===== src/rtl/seq_mul_pkg.sv =====
// Shared constants and state type for the sequential 16-bit multiplier.
package seq_mul_pkg;

    localparam int MUL_W = 16;
    localparam int CNT_W = $clog2(MUL_W) + 1;

    typedef enum logic [1:0] {
        IDLE = 2'd0,
        BUSY = 2'd1,
        DONE = 2'd2
    } mul_state_t;

endpackage


===== src/rtl/seq_mul16_cla_add16.sv =====
// 16-bit carry-lookahead adder: four 4-bit generate/propagate groups joined
// by a group-level carry lookahead unit. Purely combinational.
module cla_add16 (
    input  logic [15:0] x,
    input  logic [15:0] y,
    input  logic        cin,
    output logic [15:0] sum,
    output logic        cout
);

    logic [15:0] g;
    logic [15:0] t;
    logic [15:0] c;
    logic [3:0]  gg;
    logic [3:0]  gp;
    logic [4:0]  gc;

    assign g = x & y;
    assign t = x ^ y;

    for (genvar i = 0; i < 4; i++) begin : g_grp
        localparam int B = 4 * i;

        assign gg[i] = g[B+3]
                     | (t[B+3] & g[B+2])
                     | (t[B+3] & t[B+2] & g[B+1])
                     | (t[B+3] & t[B+2] & t[B+1] & g[B]);
        assign gp[i] = &t[B+3:B];

        assign c[B]   = gc[i];
        assign c[B+1] = g[B] | (t[B] & gc[i]);
        assign c[B+2] = g[B+1] | (t[B+1] & g[B]) | (t[B+1] & t[B] & gc[i]);
        assign c[B+3] = g[B+2] | (t[B+2] & g[B+1]) | (t[B+2] & t[B+1] & g[B])
                      | (t[B+2] & t[B+1] & t[B] & gc[i]);
    end

    // Group carries are fully expanded from cin so no group waits on another.
    assign gc[0] = cin;
    assign gc[1] = gg[0] | (gp[0] & cin);
    assign gc[2] = gg[1] | (gp[1] & gg[0]) | (gp[1] & gp[0] & cin);
    assign gc[3] = gg[2] | (gp[2] & gg[1]) | (gp[2] & gp[1] & gg[0])
                 | (gp[2] & gp[1] & gp[0] & cin);
    assign gc[4] = gg[3] | (gp[3] & gg[2]) | (gp[3] & gp[2] & gg[1])
                 | (gp[3] & gp[2] & gp[1] & gg[0])
                 | (gp[3] & gp[2] & gp[1] & gp[0] & cin);

    assign sum  = t ^ c;
    assign cout = gc[4];

endmodule


===== src/rtl/seq_mul16.sv =====
// Shift-and-add multiplier with valid/ready on both sides; W iterations per product.
// Define SEQ_MUL16_SIGNED_EN for two's complement operands (Baugh-free signed shift-add).
//
//   state | meaning
//   IDLE  | waiting for operands, in_ready high
//   BUSY  | one add/shift iteration per cycle, W cycles
//   DONE  | product held on p until the consumer takes it
module seq_mul16
    import seq_mul_pkg::*;
#(
    parameter int W = MUL_W
) (
    input  logic           clk,
    input  logic           nrst,
    input  logic           in_valid,
    output logic           in_ready,
    input  logic [W-1:0]   a,
    input  logic [W-1:0]   b,
    output logic           out_valid,
    input  logic           out_ready,
    output logic [2*W-1:0] p,
    output logic           busy
);

    if (W != MUL_W) begin : g_bad_w
        $error("seq_mul16: the cla_add16 datapath only supports W=16");
    end

    mul_state_t        state;
    logic [CNT_W-1:0]  count;
    logic [W-1:0]      hi;
    logic [W-1:0]      lo;
    logic [W-1:0]      mcand;

    logic              last;
    logic [W-1:0]      add_b;
    logic              add_cin;
    logic [W-1:0]      sum;
    logic              cout;
    logic              shift_msb;

    assign last = (count == CNT_W'(W - 1));

`ifdef SEQ_MUL16_SIGNED_EN
    logic ovf;

    // The multiplier's sign bit carries weight -2^(W-1), so the last step subtracts.
    assign add_b     = lo[0] ? (last ? ~mcand : mcand) : '0;
    assign add_cin   = lo[0] & last;
    assign ovf       = (hi[W-1] == add_b[W-1]) & (sum[W-1] != hi[W-1]);
    assign shift_msb = sum[W-1] ^ ovf;
`else
    assign add_b     = lo[0] ? mcand : '0;
    assign add_cin   = 1'b0;
    assign shift_msb = cout;
`endif

    cla_add16 u_add (
        .x    (hi),
        .y    (add_b),
        .cin  (add_cin),
        .sum  (sum),
        .cout (cout)
    );

    always_ff @(posedge clk or negedge nrst) begin
        if (!nrst) begin
            state <= IDLE;
            count <= '0;
            hi    <= '0;
            lo    <= '0;
            mcand <= '0;
        end else begin
            case (state)
                IDLE: begin
                    if (in_valid) begin
                        mcand <= a;
                        lo    <= b;
                        hi    <= '0;
                        count <= '0;
                        state <= BUSY;
                    end
                end
                BUSY: begin
                    {hi, lo} <= {shift_msb, sum, lo[W-1:1]};
                    count    <= count + CNT_W'(1);
                    if (last) begin
                        state <= DONE;
                    end
                end
                DONE: begin
                    if (out_ready) begin
                        state <= IDLE;
                    end
                end
                default: state <= IDLE;
            endcase
        end
    end

    assign in_ready  = (state == IDLE);
    assign busy      = (state == BUSY);
    assign out_valid = (state == DONE);
    assign p         = {hi, lo};

endmodule

===== config.mk =====
export PLATFORM = sky130hd
export DESIGN_NAME = seq_mul16
export DESIGN_NICKNAME = d
export VERILOG_FILES = /design/src/rtl/seq_mul_pkg.sv /design/src/rtl/seq_mul16_cla_add16.sv /design/src/rtl/seq_mul16.sv
export SDC_FILE = /design/constraint.sdc
export NUM_CORES = 1
export LEC_CHECK = 0
export ABC_AREA = 0
export CAP_MARGIN = 0
export CELL_PAD_IN_SITES_DETAIL_PLACEMENT = 1
export CELL_PAD_IN_SITES_GLOBAL_PLACEMENT = 1
export CORE_MARGIN = 2
export CORE_UTILIZATION = 37
export CTS_BUF_LIST = sky130_fd_sc_hd__clkbuf_8
export DETAILED_ROUTE_END_ITERATION = 10
export DONT_BUFFER_PORTS = 1
export HOLD_SLACK_MARGIN = 0.12
export MAX_ROUTING_LAYER = met4
export PLACE_DENSITY = 0.66
export SLEW_MARGIN = 20
export SYNTH_ARGS = -nofsm -noshare
export SYNTH_HDL_FRONTEND = slang
export SYNTH_SLANG_ARGS = --single-unit

===== constraint.sdc =====
create_clock -name clk -period 3.1 [get_ports clk]
set_clock_uncertainty 0.1 [all_clocks]
set_input_delay 0.62 -clock clk [delete_from_list [all_inputs] [get_ports clk]]
set_output_delay 0.62 -clock clk [all_outputs]
set_load 0.01 [all_outputs]

### Word level (Yosys, flattened, before mapping)

Cells that the tools add are included.
Widths: inputs -> output; s select.

| operators by class | value |
|---|---|
| reduce and logical (&&, ||, !) cells | 8 |
| multiplexer cells | 11 |
| equal/unequal tests | 6 |
| $add $sub $neg | 1 |
| bitwise operators | 102 |

Operators with widths:

| operator | number |
|---|---|
| $pmux 16 s2 | 2 |
| $and 1x1->1 | 60 |
| $mux 16 | 3 |
| $or 1x1->1 | 39 |
| $xor 16x16->16 | 2 |
| $and 16x16->16 | 1 |
| $reduce_and 4->1 | 3 |
| $pmux 5 s2 | 1 |
| $mux 2 | 3 |
| $pmux 2 s3 | 1 |
| $add 5x1->5 const B | 1 |
| $eq 5x4->1 const B | 1 |
| $mux 5 | 1 |
| $ne 2x1->1 const B | 2 |
| $reduce_and 2->1 | 2 |
| $reduce_and 3->1 | 1 |
| $eq 2x1->1 const B | 1 |
| $eq 2x2->1 const B | 1 |
| $logic_not 2->1 | 1 |
| $ne 2x2->1 const B | 1 |
| $reduce_bool 2->1 | 1 |

| word-level totals | value |
|---|---|
| bits in registers | 55 |
| input port bits | 36 |
| output and inout bits | 35 |

### Depth between registers and ports, before layout

| logic depth | value |
|---|---|
| depth after elaboration | 13 |
| mapped depth | 12 |
| mapped depth without buffers | 11 |

### Cells and area by module

Synthesis repeated with hierarchy kept, for this count alone.

| unflattened totals | value |
|---|---|
| cell total of the unflattened synthesis | 307 |
| area total of the unflattened synthesis | 3056.7 um2 |

Modules (own cells, without submodules):

| module | times used | area each (um2) | seq. area each (um2) | cells an instance |
|---|---|---|---|---|
| seq_mul16 | 1 | 2409.8 | 1376.3 | 231 |
| cla_add16 | 1 | 646.9 | 0.0 | 76 |

### Worst setup path after synthesis

OpenSTA, ideal clock, no wires.

| timing path | value |
|---|---|
| kind | register to register |
| start point | register lo[0] |
| end point | register hi[11] |
| cell stages (with the launch flop) | 13 |
| setup time | 0.136 ns |
| required time | 2.864 ns |
| buffers on the path | 1 |
| clock period less this slack | 2.468 ns |
| data arrival time | 2.232 ns |
| slack | 0.632 ns |
| cell sequence | dfrtp_1 -> clkbuf_1 -> and2_1 -> ha_1 -> inv_1 -> o21ai_2 -> inv_2 -> o21ai_4 -> nor2_1 -> nor2_1 -> fa_1 -> nand2_1 -> o21ai_0 |

| on the way | value |
|---|---|
| cells in the longest elaborated chain, start to end | 11 |

RTL lines:

| element | RTL line | text |
|---|---|---|
| from (decl) | seq_mul16.sv:32 | `logic [W-1:0] lo;` |
| from (signal assigned) | seq_mul16.sv:85 | `{hi, lo} <= {shift_msb, sum, lo[W-1:1]};` |
| $mux 16 * | seq_mul16.sv:53 | `assign add_b = lo[0] ? mcand : '0;` |
| $xor 16x16->16 / $and 16x16->16 (equally long branches) | seq_mul16_cla_add16.sv:19, seq_mul16_cla_add16.sv:18 |  |
| $and 1x1->1 (on tied branches) | seq_mul16_cla_add16.sv:25, seq_mul16_cla_add16.sv:26, seq_mul16_cla_add16.sv:27 |  |
| $or 1x1->1 (tied with other cells) | seq_mul16_cla_add16.sv:25 | `\| (t[B+3] & g[B+2])` |
| $or 1x1->1 / $and 1x1->1 (equally long branches) | seq_mul16_cla_add16.sv:26, seq_mul16_cla_add16.sv:27 |  |
| $or 1x1->1 | seq_mul16_cla_add16.sv:27 | `\| (t[B+3] & t[B+2] & t[B+1] & g[B]);` |
| $and 1x1->1 | seq_mul16_cla_add16.sv:41 | `assign gc[3] = gg[2] \| (gp[2] & gg[1]) \| (gp[2] & gp[1] & gg[0])` |
| $or 1x1->1 (2 in series) | seq_mul16_cla_add16.sv:41 |  |
| $xor 16x16->16 * | seq_mul16_cla_add16.sv:47 | `assign sum = t ^ c;` |
| $pmux 16 s2 * | seq_mul16.sv:74 | `case (state)` |
| to (signal assigned) | seq_mul16.sv:85 |  |
| to (decl) | seq_mul16.sv:31 | `logic [W-1:0] hi;` |

Every way passes the cells marked *; elsewhere a longest branch is shown, timed or not.
A chain may end at the register's enable or synchronous reset.

### Worst setup path after layout

Same ends and word-level chain as after synthesis.

==> impl_metrics.csv <==
group,metric,value,unit
clock_network,cts_max_level,2,
cells_and_area,final_common_cell,"nand2_1",
global_route,grt_pass1_wl,12.6,mm
detailed_routing,vias,2348,
run_status,status,"completed",
detailed_routing,post-route-drc-count,0,
cells_and_area,n_antenna_cell,0,
sta,max_slew_margin,58.6,%
pwr,power_frac_comb,49.1,%
global_route,use_met2,31.5,%
clock_network,clock-sinks,55,
cells_and_area,nets,397,
synth,synth.avg_cell_area,8.78,µm²
sta,hold_viol,0,
clock_network,clkLatencyLatePin,0.32,ns
pwr,power.switching,0.00176,W
clock_network,cts_buffer_depth,2,
detailed_routing,ant_nets,0,
die,die_width,94.1,µm
global_route,grt_start_max_net_pins,66,
sta,setup_viol,0,
clock_network,cts_setup_buffers,0,
run,maxCapViolCount,0,
synth,ys_top_cells_by_area,"dfrtp_1 46%, nand2_1 12%, ha_1 7.5%",
placement,place.detailed.hpwl,5.28,mm
synth,yosysTopAreaCell,"dfrtp_1",
synth,ys_types,41,
sta,fmax,0.381,GHz
sta,rsz0062_at_grt,"false",
detailed_routing,drt_pass1_iterations,3,
synth,seq_area_frac_synth,45.9,%
clock_network,cts_tree,"done",
sta,finalCriticalPeriod,2.62,ns
detailed_routing,wl_per_cell,16.6,µm
cells_and_area,syn2layout_area_growth,8.25,%
detailed_routing,first_iter_violations,88,
sta,hold_ws,0.301,ns
worst_setup_path,worstSetupPathType,"reg2reg",
pwr,switching_share,44.9,%
clock_network,root_buffer,"clkbuf_8",
die,start_util,38.4,%
synth,syn_nets,400,
worst_setup_path,critical_path_required,3.21,ns
worst_setup_path,cp_max_fo,13,
placement,gp_congestion,0.856,
global_route,grt_pass1_vias,2577,
placement,port_buffers,0,
cells_and_area,drive_gt1_share,6.76,%
worst_setup_path,arrival,2.73,ns
detailed_routing,vias_per_cell,5.31,
clock_network,clkTransAtPathRegs,0.10,ns
sta,fin_crit_sh,84.6,%
die,dieArea,0.00885,mm²
die,pin_count,71,
global_route,busiest_layer,"met2",
global_route,antenna_found_initial,0,
pwr,p_leak,1.50,nW
pwr,internal_power,0.00215,W
synth,synth_edf_count,0,
cells_and_area,fill_cells,936,
pwr,power_frac_seq,37.8,%
synth,syn_area,0.00300,mm²
worst_setup_path,crit_path_end_kind,"register",
global_route,grt_util_met3,5.14,%
synth,synth_top_area_share,45.9,%
pwr,p_per_area,1200,mW/mm²
die,num_rows,32,
synth,synth-seq-cells,55,
global_route,grt_usage,18.8,%
clock_network,numCtsBuffers,5,
synth,yosys_warnings,0,
synth,synthCells,342,
detailed_routing,totalWireLength,7.36,mm
global_route,grt_use_met1,22.4,%
sta,finalSetupTns,0,ns
hold_path,hold_path.class,"in2reg",
pwr,p_clk_share,13.1,%
synth,synth_flop_cell,"dfrtp_1",
synth,synth-async-reset-ratio,100,%
die,die_h,94.1,µm
global_route,grt-ovfl-total,0,
worst_setup_path,startpoint_type,"register",
cells_and_area,layout_common_cells,"99 x nand2_1, 55 x dfrtp_1, 25 x nor2_1",
sta,worst_pin_slew,0.620,ns
pwr,peakVddDrop,0.000457,V
die,fp.coreArea,0.00781,mm²
sta,slew_viol_final,0,
through the flow:
stage	setup WS (ns)	cell area (µm²)	total power [W]	util, %	std cells
6_report	0.476	3250	0.00391	41.6	442
4_1_cts	0.450	3250	0.00397	41.6	442
3_3_place_gp	0.569	3090	0.00335	39.6	432
3_5_place_dp	0.481	3090	0.00342	39.6	432
5_1_grt	0.236	3250	0.00435	41.6	442
2_1_floorplan	0.632	3000	0.00294	-	342
path summary, 6_finish.rpt:
kind,start,endpoint,slack (ns),depth (start not counted)
worst max-delay path,lo[0],hi[11],0.48,11
worst min-delay path,a[15],mcand[15],0.30,2
worst max register to register,lo[0],hi[11],0.48,11
worst min register to register,mcand[14],mcand[14],0.38,2
max in group asynchronous,nrst,hi[6],1.95,2
min in group asynchronous,nrst,mcand[12],0.71,2
flip-flops by register name, indices dropped and copies added, names as in the netlist:
register  flops
hi           16
state         2
count         5
mcand        16
lo           16
routing by layer:
| layer | wire length [µm] | vias up | share of wire (%) |
|---|---|---|---|
| li1 | - | 1135 | - |
| met1 | 3170 | 1149 | 43 |
| met5 | 0 | - | 0 |
| met4 | 82 | 0 | 1.1 |
| met2 | 3630 | 57 | 49 |
| met3 | 468 | 7 | 6.4 |
worst max-delay path, cell delays in order (launching register included):
cell and delay (ns):
dfrtp_1 0.51, and2_1 0.19, ha_1 0.36, a21oi_1 0.12
o21ai_2 0.19, inv_2 0.09, o21ai_4 0.20, nor2_1 0.06
nor2_1 0.14, fa_1 0.42, nand2_1 0.06, o21ai_0 0.08
cell usage after synthesis, types with 2 or more instances:
cell type / count
clkbuf_1: 10
fa_1: 4
a211oi_1: 2
dfrtp_1: 55
and3_1: 2
a21oi_1: 8
nand2_1: 99
nor2_1: 25
and2_1: 17
o21ai_1: 4
ha_1: 18
xnor2_1: 7
nand3_1: 13
buf_1: 3
o21ai_0: 22
a21o_2: 2
xor2_1: 3
a31oi_1: 17
o21a_1: 2
buf_2: 3
inv_1: 6
logic make-up after synthesis:
family / after synthesis / share of synthesized area (%)
AOI/OAI and AO/OA: 69 / 14.7
xor gates and xnor gates: 10 / 2.92
adders and majority gates: 22 / 10.2
buffers and inverters: 24 / 3.38
DFF: 55 / 45.9
muxes: 1 / 0.333
and+or+nand+nor: 161 / 22.7
layout make-up:
type,count,area [µm²],area share (%)
clock buffers,6,82.6,2.54
clock inverters,2,35.0,1.08
inverters,7,26.3,0.809
multi-input cells,263,1530,47.0
flip-flops and latches,55,1380,42.4
well taps,102,128,3.93
repair buffers,7,75.1,2.31
power groups by stage:
stage | combinational (W) | clock, W | sequential [W]
finish | 0.00192 | 0.000511 | 0.00148
global route | 0.00225 | 0.000552 | 0.00155
CTS | 0.00195 | 0.000528 | 0.00149
detailed placement | 0.00192 | 0 | 0.00150
global placement | 0.00185 | 0 | 0.00150
floorplan | 0.00155 | 0 | 0.00138
timing repair:
action                                 CTS  global route
hold buffers                             2             0
resized for setup                        0             0
endpoints found under the hold margin   55             0
No activity file was read; power rests on OpenSTA's default activity.
